===== src/rtl/riscv_pkg.sv =====
// Shared fetch-stage types and constants: data width, the NOP encoding,
// the fetch FSM state encoding and the sequential PC step.
package riscv_pkg;

  localparam int              XLEN      = 32;
  localparam logic [XLEN-1:0] INSTR_NOP = 32'h0000_0013;
  localparam logic [XLEN-1:0] PC_STEP   = 32'd4;

  // IDLE: may issue a request. WAIT: one request outstanding.
  // DROP: outstanding response was squashed by a redirect and will be discarded.
  typedef enum logic [1:0] {
    FETCH_IDLE = 2'd0,
    FETCH_WAIT = 2'd1,
    FETCH_DROP = 2'd2
  } fetch_state_e;

  // Instructions are word aligned, so the low two address bits are cleared.
  function automatic logic [XLEN-1:0] align_pc(input logic [XLEN-1:0] addr);
    return {addr[XLEN-1:2], 2'b00};
  endfunction

endpackage


===== src/rtl/fetch_fifo.sv =====
// Circular buffer of fetched {pc, instr} pairs between fetch and decode.
// Flush empties it in one cycle and takes priority over push and pop.
module fetch_fifo #(
  parameter int DEPTH = 2,
  parameter int W     = 64,
  localparam int AW   = (DEPTH > 1) ? $clog2(DEPTH) : 1,
  localparam int CW   = $clog2(DEPTH) + 1
) (
  input  logic          clk,
  input  logic          res_n,
  input  logic          push,
  input  logic [W-1:0]  push_data,
  input  logic          pop,
  input  logic          flush,
  output logic [CW-1:0] count,
  output logic [W-1:0]  head
);

  logic [W-1:0]  mem_q [DEPTH];
  logic [AW-1:0] wr_ptr_q, rd_ptr_q;
  logic [CW-1:0] count_q;

  // Pointer advance with explicit wrap at DEPTH.
  function automatic logic [AW-1:0] ptr_inc(input logic [AW-1:0] p);
    return (p == AW'(DEPTH - 1)) ? '0 : p + 1'b1;
  endfunction

  // Storage write: data only, so no reset is needed.
  // NOTE: the storage array is deliberately left unreset; count_q gates its
  // visibility, and leaving it out of reset keeps it a plain RAM-style array.
  always_ff @(posedge clk) begin
    if (push && !flush) mem_q[wr_ptr_q] <= push_data;
  end

  // Pointer and occupancy bookkeeping.
  // NOTE: sequential state uses non-blocking assignments so every register
  // samples pre-edge values regardless of block ordering.
  always_ff @(posedge clk or negedge res_n) begin
    if (!res_n) begin
      wr_ptr_q <= '0;
      rd_ptr_q <= '0;
      count_q  <= '0;
    end else if (flush) begin
      wr_ptr_q <= '0;
      rd_ptr_q <= '0;
      count_q  <= '0;
    end else begin
      if (push) wr_ptr_q <= ptr_inc(wr_ptr_q);
      if (pop)  rd_ptr_q <= ptr_inc(rd_ptr_q);
      if (push && !pop)      count_q <= count_q + 1'b1;
      else if (pop && !push) count_q <= count_q - 1'b1;
    end
  end

  assign count = count_q;
  assign head  = mem_q[rd_ptr_q];

endmodule


===== src/rtl/fetch_unit.sv =====
// Instruction-fetch stage: drives the PC register, issues one imem request
// at a time, buffers returned words with their PC, and squashes in-flight
// responses on a redirect.
module fetch_unit
  import riscv_pkg::*;
#(
  parameter int DEPTH = 2
) (
  input  logic        clk,
  input  logic        res_n,
  input  logic [31:0] pc,
  output logic        pc_write,
  output logic [31:0] pc_next,
  input  logic        redirect,
  input  logic [31:0] redirect_pc,
  output logic        imem_req_valid,
  input  logic        imem_req_ready,
  output logic [31:0] imem_addr,
  input  logic        imem_resp_valid,
  input  logic [31:0] imem_resp_data,
  output logic        if_valid,
  input  logic        if_ready,
  output logic [31:0] if_instr,
  output logic [31:0] if_pc
);

  localparam int CW = $clog2(DEPTH) + 1;

  fetch_state_e    state_q;
  logic [XLEN-1:0] req_pc_q;
  logic [CW-1:0]   count;
  logic [63:0]     head;
  logic            req_hs, push, pop;

  // Request, PC update and FIFO control decisions for this cycle.
  // NOTE: every always_comb output gets a default first, so no path can
  // leave a signal unassigned and infer a latch.
  always_comb begin
    imem_req_valid = 1'b0;
    if (res_n && state_q == FETCH_IDLE && !redirect && count < CW'(DEPTH))
      imem_req_valid = 1'b1;
    req_hs   = imem_req_valid && imem_req_ready;
    pc_write = res_n && (redirect || req_hs);
    pc_next  = redirect ? align_pc(redirect_pc) : pc + PC_STEP;
    push     = (state_q == FETCH_WAIT) && imem_resp_valid && !redirect;
    pop      = if_valid && if_ready;
  end

  // Fetch FSM and the PC of the outstanding request.
  always_ff @(posedge clk or negedge res_n) begin
    if (!res_n) begin
      state_q  <= FETCH_IDLE;
      req_pc_q <= '0;
    end else begin
      case (state_q)
        FETCH_IDLE: if (req_hs) begin
          state_q  <= FETCH_WAIT;
          req_pc_q <= pc;
        end
        FETCH_WAIT: begin
          if (imem_resp_valid) state_q <= FETCH_IDLE;
          else if (redirect)   state_q <= FETCH_DROP;
        end
        FETCH_DROP: if (imem_resp_valid) state_q <= FETCH_IDLE;
        default:    state_q <= FETCH_IDLE;
      endcase
    end
  end

  fetch_fifo #(.DEPTH(DEPTH), .W(64)) u_fifo (
    .clk       (clk),
    .res_n     (res_n),
    .push      (push),
    .push_data ({req_pc_q, imem_resp_data}),
    .pop       (pop),
    .flush     (redirect),
    .count     (count),
    .head      (head)
  );

  assign imem_addr = pc;
  assign if_valid  = (count != '0);
  assign if_pc     = if_valid ? head[63:32] : '0;
  assign if_instr  = if_valid ? head[31:0]  : INSTR_NOP;

endmodule


===== config.mk =====
export PLATFORM = sky130hd
export DESIGN_NAME = fetch_unit
export DESIGN_NICKNAME = d
export VERILOG_FILES = /design/src/rtl/riscv_pkg.sv /design/src/rtl/fetch_fifo.sv /design/src/rtl/fetch_unit.sv
export SDC_FILE = /design/constraint.sdc
export NUM_CORES = 1
export LEC_CHECK = 0
export ABC_CLOCK_PERIOD_IN_PS = 17400
export BUFFER_PORTS_ARGS = -buffer_cell sky130_fd_sc_hd__buf_2
export CAP_MARGIN = 15
export CORE_ASPECT_RATIO = 1.1
export CORE_MARGIN = 10
export CORE_UTILIZATION = 40
export DETAILED_ROUTE_END_ITERATION = 6
export PLACE_DENSITY = 0.61
export SYNTH_ARGS = -nofsm -noshare
export SYNTH_HDL_FRONTEND = slang
export SYNTH_SLANG_ARGS = --single-unit

===== constraint.sdc =====
create_clock -name clk -period 17.4 [get_ports clk]
set_input_delay 0.87 -clock clk [delete_from_list [all_inputs] [get_ports clk]]
set_output_delay 0.87 -clock clk [all_outputs]
set_load 0.01 [all_outputs]

==> flow_metrics.tcl, run 1 <==
set metrics [dict create \
    status "complete, no violations" \
    synth.top_cell.area_share 0.510 \
    yosysUniqueCellTypes 41 \
    power.ir.vdd_worst_mv 0.0664 \
    dieArea_um2 24700 \
    setup-tns-final_ps 0 \
    ios 233 \
    area_growth_pct 24.4 \
    gp_congestion 0.837 \
    pre_cts_slack_ps 13520 \
    root_buffer "clkbuf_16" \
    cts_made_buffers 17 \
    max_cap_viol_count 0 \
    critical_path.max_fanout 9 \
    fp.dieH_um 164 \
    wl_per_cell_um 18.8 \
    hold_buffers 0 \
    worstSetupStartpointType "primary input" \
    syn_area_per_cell_um2 13.0 \
    slew_headroom 0.515 \
    critPathArrivalTime_ps 3020 \
    synth_nets 683 \
    synth_simple_gate_area_frac 0.117 \
    wl_mm 19.4 \
    insertion_delay_ps 410 \
    fin_ws_ps 13510 \
    final_cell_mix "buf_2, edfxtp_1, nor2_1, mux2i_1, dfrtp_1" \
    hpwlAfterDp_mm 13.9 \
    synth_ff_type "edfxtp_1" \
    timing.hold.ws_ps 465 \
    synth_compound_area_frac 0.0372 \
    maxSlewViolCount 0 \
    clock_sinks 166 \
    worstSetupPathType "primary input to output port" \
    cts_resized 0 \
    fmax_ghz 0.257 \
    yosysTopAreaCell "edfxtp_1" \
    coreArea_um2 18500 \
    grt_first_pass_wirelength_mm 30.2 \
    row_count 52 \
    grt_pass1_vias 5680 \
    drc_errors 0 \
    antenna_cells 0 \
    synth_fa_ha_area_frac 0.00166 \
    end_kind "output port" \
    num_vias 5219 \
    ys_seq_elements 166 \
    fin_crit_sh 0.224 \
    p_leak_nw 3.65 \
    die_w_um 151 \
    nets 879 \
    synth_edf_count 128 \
    fin_skew_ps 6.38 \
    synth_async_sr_flop_share 0.229 \
    ys_seq_area_frac 0.636 \
    cts.path.max_buffers 2 \
    synthMuxAreaShare 0.136 \
    syn_inst 580 \
    rsz0062_at_grt "no" \
    grt.total_usage 0.157 \
    dr.pass1.iters 5 \
    htree_levels 4 \
    synth-xor-area-share 0.0198 \
    synthTopCellsByArea "edfxtp_1, dfrtp_1, mux2i_1" \
    drtAntennaViolNets 0 \
    synth_top_family_by_area "multiplexers" \
    synth_area_um2 7530 \
    vias_per_cell 5.06 \
    period_needed_ps 3890 \
    initial_utilization 0.408 \
    port_buffers 230 \
    clkTransAtPathRegs_ps 60 \
    post_cts_buffers 0 \
    final_common_cell "buf_2" \
    drive_gt1_frac 0.398 \
    hold_class "flop to flop" \
    drt_iter0_markers 376 \
    hold_violations 0 \
    setup_viol 0 \
    crit_required_ps 16530 \
    synth-warning-count 0 \
    antenna_found_initial 0 \
    gr-total-overflow 0 \
    cts_tree "yes" \
    p_per_area_nw_per_um2 103 \
    worst_slew_pin_slew_ps 726 \
    grt_max_degree 66 \
]
## kinds of logic after synthesis
group | Yosys count
xor+xnor | 17
mux | 98
simple gates | 183
buf+inv | 67
compound gates | 48
fa+ha+maj | 1
flops | 166
## where the power goes
part	switching, mW	internal, mW	total, mW
logic	0.0462	0.0402	0.0864
clock network	0.146	0.260	0.406
registers	0.0141	0.459	0.473
## final cells by class
cell class                 instances  area (um2)
fill                            1673        9100
tap                              243         304
multi-input combinational        347        2370
timing repair buffer             239        1240
clock inverter                    11         198
sequential                       166        4800
clock buffer                      21         450
inverter                           5        18.8
## Yosys cell counts (2+ instances only)
master    count
xor2_1        9
and4_1        3
or3_2         3
nor3_1        4
o21ai_0      25
buf_2         2
or4_1         5
mux2i_1      65
nand2_1      32
or3_1         7
o31ai_1       3
a21oi_1       3
nor2b_1       2
and3_1        2
clkbuf_1     24
nand4_1       9
nor4_1        6
buf_4        32
inv_1         5
nor2_1       82
and4_2        2
edfxtp_1    128
o31a_1        4
mux2_2       33
nand2b_1      3
a31oi_1      12
xnor2_1       8
dfrtp_1      38
nand3_1      15
nand3b_1      3
## flip-flops by register name, summed over array words and instances, names as in the netlist
register and cells:
u_fifo.wr_ptr_q 1, u_fifo.count 2, state_q 2, req_pc_q 32
u_fifo.rd_ptr_q 1, u_fifo.mem_q 128
## per-layer routing
layer / up-vias / share of wire / GRT usage
met5: - / 0 / 0
met4: 0 / 0.0094 / 0.0508
met3: 13 / 0.071 / 0.0501
met2: 203 / 0.51 / 0.270
met1: 2516 / 0.41 / 0.180
li1: 2487 / - / -
## path summary, 6_finish.rpt
| check | cells past startpoint | slack (ps) | end | start |
|---|---|---|---|---|
| min in group asynchronous | 2 | 530 | req_pc_q[6]$_DFFE_PN0P_ | res_n |
| worst max register to register | 6 | 15230 | u_fifo.rd_ptr_q$_DFFE_PN0P_ | u_fifo.count[1]$_DFFE_PN0P_ |
| max in group asynchronous | 2 | 16440 | u_fifo.rd_ptr_q$_DFFE_PN0P_ | res_n |
| worst min register to register | 0 | 470 | u_fifo.mem_q[1][32]$_DFFE_PP_ | req_pc_q[0]$_DFFE_PN0P_ |
| worst min-delay path | 0 | 470 | u_fifo.mem_q[1][32]$_DFFE_PP_ | req_pc_q[0]$_DFFE_PN0P_ |
| worst max-delay path | 7 | 13510 | pc_next[26] | pc[2] |
## worst max-delay path, cell delays in order
cell and delay [ps]:
buf_2 170, ha_1 280, nand3_1 170, or4_1 610
or4_1 570, a31oi_1 190, buf_2 160
## per-stage QoR
step            util  power (mW)  cells  instance area (um2)
2_1_floorplan      -       0.528    580                 7530
3_3_place_gp   0.471       0.564    999                 8700
3_5_place_dp   0.471       0.569    999                 8700
4_1_cts        0.506       0.977   1031                 9350
5_1_grt        0.507        1.01   1032                 9380
6_report       0.507       0.965   1032                 9380
Power figures use the tool's default switching activity.
==> inputs of run 2 (changes only) <==
Settings changed: ABC_CLOCK_PERIOD_IN_PS 17400 to 3600.
Clock period 17.4 ns to 3.6 ns, I/O delays scaled along.
==> flow_metrics.tcl, run 2 (synthesized netlist as in run 1, its figures left out) <==
set metrics [dict create \
    slowest_delay_ps 530 \
    worstReg2RegStart "u_fifo.count[1]$_DFFE_PN0P_" \
    final_cells 1067 \
    fmax_ghz 0.383 \
    grt_first_pass_wirelength_mm 30.3 \
    hold_violations 0 \
    area_growth_pct 28.4 \
    crit_required_ps 3420 \
    final_common_cell "buf_2" \
    place_inst 1001 \
    vias_per_cell 5.00 \
    gr-total-overflow 0 \
    cts_resized 0 \
    fp.dieH_um 164 \
    rsz0062_at_grt "no" \
    critPathArrivalTime_ps 2430 \
    row_count 52 \
    status "complete, no violations" \
    port_buffers 230 \
    final_cell_mix "buf_2, edfxtp_1, nor2_1, mux2i_1, dfrtp_1" \
    num_vias 5332 \
    power.ir.vdd_worst_mv 0.331 \
    setup-tns-final_ps 0 \
    crit_path_top_delay_cell "nand2_2" \
    crit_chain "nor4_1 -> and2_1 -> nand2_2 -> a21boi_0 -> buf_2" \
    drc_errors 0 \
    ios 233 \
    cts_tree "yes" \
    coreArea_um2 18500 \
    startpoint "u_fifo.count[1]$_DFFE_PN0P_" \
    wl_per_cell_um 18.5 \
    drt_iter0_markers 262 \
    reg_top3 "u_fifo.mem_q: 128 flops, req_pc_q: 32 flops" \
    p_per_area_nw_per_um2 470 \
    grt_max_degree 42 \
    period_needed_ps 2610 \
    grt_pass1_vias 5691 \
    setup_viol 0 \
    worstSetupPathType "flop to output port" \
    hpwlAfterDp_mm 14.3 \
    fin_skew_ps 6.44 \
    clkTransAtPathRegs_ps 60 \
    antenna_cells 0 \
    cts_made_buffers 17 \
    worstSetupStartpointType "flop" \
    cts.path.max_buffers 2 \
    die_w_um 151 \
    worst_slew_pin_slew_ps 906 \
    fin_crit_sh 0.725 \
    maxSlewViolCount 0 \
    nets 914 \
    dr.pass1.iters 4 \
    fin_area_um2 9680 \
    root_buffer "clkbuf_16" \
    largest_reg_flops 128 \
    initial_utilization 0.408 \
    drtAntennaViolNets 0 \
    clock_sinks 166 \
    hold_start "pc[0]" \
    critical_path.max_fanout 34 \
    insertion_delay_ps 420 \
    drive_gt1_frac 0.386 \
    wl_mm 19.7 \
    hold_class "primary input to flop" \
    timing.hold.ws_ps 20.4 \
    gp_congestion 0.867 \
    regMostFlops "u_fifo.mem_q" \
    p_total_mw 4.54 \
    slew_headroom 0.394 \
    max_cap_viol_count 0 \
    dieArea_um2 24700 \
    end_kind "output port" \
    antenna_found_initial 0 \
    grt.total_usage 0.158 \
    p_leak_nw 3.78 \
    htree_levels 4 \
    place_area_um2 8730 \
]
-- run 2: final timing paths --
check / endpoint / slack (ps) / cells after the start
max: pc_write / 990 / 5
max in group asynchronous: u_fifo.rd_ptr_q$_DFFE_PN0P_ / 2700 / 3
max reg2reg: req_pc_q[20]$_DFFE_PN0P_ / 1500 / 4
min: req_pc_q[0]$_DFFE_PN0P_ / 20 / 2
min reg2reg: u_fifo.mem_q[1][51]$_DFFE_PP_ / 470 / 0
min in group asynchronous: req_pc_q[6]$_DFFE_PN0P_ / 480 / 3
-- run 2: what timing repair did --
action | 4_1_cts | 5_1_grt
hold endpoints to repair | 103 | 0
hold buffers | 34 | 0
setup endpoints to repair | 0 | 0
buffers inserted | 0 | 0
-- run 2: critical path, delay by kind of cell (launching register included) --
kind	cells	cell delay [ps]
compound gates	1	350
buf+inv	1	180
flops	1	460
simple gates	3	1020
-- run 2: layout make-up --
| type | count | area [um2] |
|---|---|---|
| Inverter | 5 | 18.8 |
| Tap cell | 243 | 304 |
| Clock buffer | 20 | 478 |
| Fill cell | 1627 | 8800 |
| Multi-Input combinational cell | 347 | 2380 |
| Sequential cell | 166 | 4800 |
| Timing Repair Buffer | 274 | 1570 |
| Clock inverter | 12 | 130 |
-- run 2: routing by layer --
| layer | vias to the layer above | global-route usage | part of all wire |
|---|---|---|---|
| li1 | 2565 | - | - |
| met1 | 2556 | 0.180 | 0.41 |
| met2 | 191 | 0.277 | 0.51 |
| met3 | 20 | 0.0482 | 0.068 |
| met4 | 0 | 0.0539 | 0.016 |
| met5 | - | 0 | 0 |
-- run 2: power breakdown --
group	internal [mW]	switching, mW
registers	2.22	0.0711
logic	0.218	0.231
clock network	1.05	0.754
total	3.49	1.06
-- run 2: metrics by stage --
step / util / worst slack, ps
after global routing: 0.524 / 685
final: 0.524 / 990
after CTS: 0.524 / 958
after global placement: 0.472 / 1170
after detailed placement: 0.472 / 1090
after floorplan: - / 691
==> inputs of run 3 (changes only) <==
Settings changed: ABC_AREA set to 1, ABC_CLOCK_PERIOD_IN_PS 3600 to 2350, PLACE_DENSITY 0.61 to 0.63.
Clock period 3.6 ns to 2.35 ns, I/O delays scaled along.
==> flow_metrics.tcl, run 3 <==
set metrics [dict create \
    die_w_um 152 \
    fin_area_um2 9960 \
    maxSlewViolCount 0 \
    worst_slew_pin_slew_ps 505 \
    fp.dieH_um 165 \
    hold_class "primary input to flop" \
    fin_crit_sh 0.933 \
    largest_reg_flops 128 \
    synth-warning-count 0 \
    initial_utilization 0.405 \
    drc_errors 0 \
    yosysTopAreaCell "edfxtp_1" \
    synth_nets 929 \
    cts.path.max_buffers 2 \
    cts_made_buffers 17 \
    crit_chain "dlygate4sd3_1 -> buf_2 -> nand2_1 -> nor2_2 -> nand2_1 -> nor2_1 -> xor2_1 -> nand2_1 -> nand2_1 -> buf_2" \
    synth_async_sr_flop_share 0.229 \
    place_area_um2 8910 \
    hold_violations 0 \
    vias_per_cell 4.77 \
    post_cts_buffers 0 \
    yosysMostFrequentCell "nand2_1" \
    port_buffers 230 \
    drtAntennaViolNets 0 \
    p_per_area_nw_per_um2 844 \
    p_leak_nw 4.49 \
    synth_common_cells "nand2_1, edfxtp_1, a21oi_1, nor2_1, dfrtp_1" \
    grt_pass1_vias 6651 \
    grt.total_usage 0.175 \
    cpMostUsedCell "nand2_1" \
    end_kind "output port" \
    htree_levels 4 \
    wl_per_cell_um 16.8 \
    critical_path.max_fanout 7 \
    regMostFlops "u_fifo.mem_q" \
    crit_family "simple AND/OR/NAND/NOR gates" \
    crit_path_top_delay_cell "dlygate4sd3_1" \
    syn_inst 826 \
    yosysUniqueCellTypes 30 \
    grt_first_pass_wirelength_mm 35.3 \
    reg_top3 "u_fifo.mem_q: 128 flops, req_pc_q: 32 flops" \
    gr-total-overflow 0 \
    critPathArrivalTime_ps 2080 \
    final_cells 1327 \
    power.ir.vdd_worst_mv 0.454 \
    synthTopCellsByArea "edfxtp_1, nand2_1, dfrtp_1" \
    worstSetupStartpointType "primary input" \
    crit_required_ps 2230 \
    cp.buffers_inverters 3 \
    insertion_delay_ps 410 \
    drive_gt1_frac 0.270 \
    syn_area_per_cell_um2 9.30 \
    wl_mm 22.3 \
    synth.top_cell.area_share 0.500 \
    clock_sinks 166 \
    worstSetupPathType "primary input to output port" \
    final_cell_mix "nand2_1, buf_2, edfxtp_1, a21oi_1, nor2_1" \
    ys_seq_area_frac 0.624 \
    area_growth_pct 29.7 \
    grt_max_degree 65 \
    setup_viol 0 \
    clkTransAtPathRegs_ps 70 \
    root_buffer "clkbuf_16" \
    synth_edf_count 128 \
    ios 233 \
    slowest_delay_ps 510 \
    pre_cts_slack_ps 522 \
    coreArea_um2 19000 \
    fin_ws_ps 157 \
    row_count 53 \
    place_inst 1251 \
    rsz0062_at_grt "no" \
    synth_area_um2 7680 \
    status "complete, no violations" \
    hpwlAfterDp_mm 16.1 \
    num_vias 6330 \
    final_common_cell "nand2_1" \
    slew_headroom 0.662 \
    gp_congestion 0.954 \
    synth_ff_type "edfxtp_1" \
    drt_iter0_markers 298 \
    cts_tree "yes" \
    max_cap_viol_count 0 \
    dieArea_um2 25200 \
    fmax_ghz 0.456 \
    ys_seq_elements 166 \
    period_needed_ps 2190 \
    fin_skew_ps 9.76 \
    antenna_found_initial 0 \
    nets 1169 \
    dr.pass1.iters 4 \
]
[run 3: cell families (layout without fill, tap and decap cells)]
family                     count (synthesis)  after routing  synth area share
other                                      0              1                 0
xor gates and xnor gates                   3              3           0.00342
and+or+nand+nor                          436            436             0.222
DFF                                      166            166             0.624
adders and majority gates                  1              1           0.00163
AOI/OAI and AO/OA                        117            117            0.0805
buffers and inverters                    103            356            0.0686
[run 3: what timing repair did]
| item | 4_1_cts | 5_1_grt |
|---|---|---|
| endpoints found under the setup margin | 0 | 6 |
| endpoints found under the hold margin | 112 | 0 |
| hold buffers | 43 | 0 |
| gates resized for setup | 0 | 3 |
[run 3: worst paths after layout]
| kind | slack [ps] | cells past startpoint | endpoint | from |
|---|---|---|---|---|
| max in group asynchronous | 1690 | 3 | u_fifo.rd_ptr_q$_DFFE_PN0P_ | res_n |
| min reg2reg | 470 | 0 | u_fifo.mem_q[1][51]$_DFFE_PP_ | req_pc_q[19]$_DFFE_PN0P_ |
| min in group asynchronous | 300 | 3 | req_pc_q[1]$_DFFE_PN0P_ | res_n |
| max reg2reg | 530 | 6 | u_fifo.mem_q[0][58]$_DFFE_PP_ | state_q[1]$_DFFE_PN0P_ |
| max | 160 | 10 | pc_next[17] | pc[4] |
| min | 20 | 3 | req_pc_q[24]$_DFFE_PN0P_ | pc[24] |
[run 3: through the flow]
step | utilization | TNS (ps) | total power [mW] | hold WS (ps)
floorplan | - | -8600 | 4.75 | -178
global placement | 0.470 | 0 | 5.59 | 204
detailed placement | 0.470 | 0 | 5.63 | 212
CTS | 0.525 | 0 | 8.51 | 0.500
global route | 0.525 | 0 | 8.89 | 28.0
finish | 0.525 | 0 | 8.41 | 15.2
[run 3: per-layer routing]
metal	GRT usage	share of wire
met5	0	0
met4	0.0578	0.020
met3	0.0466	0.062
met2	0.294	0.48
met1	0.217	0.44
[run 3: tightest hold or removal path, stage by stage]
cell and delay, ps:
buf_2 120, inv_1 70, o21ai_0 80
[run 3: power by group]
| part | internal [mW] | switching [mW] |
|---|---|---|
| sequential | 3.49 | 0.188 |
| combinational | 0.670 | 1.25 |
| clock | 1.62 | 1.19 |
| total | 5.79 | 2.62 |
[run 3: cell type report]
class	count	area [um2]
inverter	37	140
antenna	1	2.50
fill	1776	9000
sequential	166	4800
multi-input combinational	557	2400
timing repair buffer	287	1710
tap	247	309
clock buffer	20	479
clock inverter	12	125
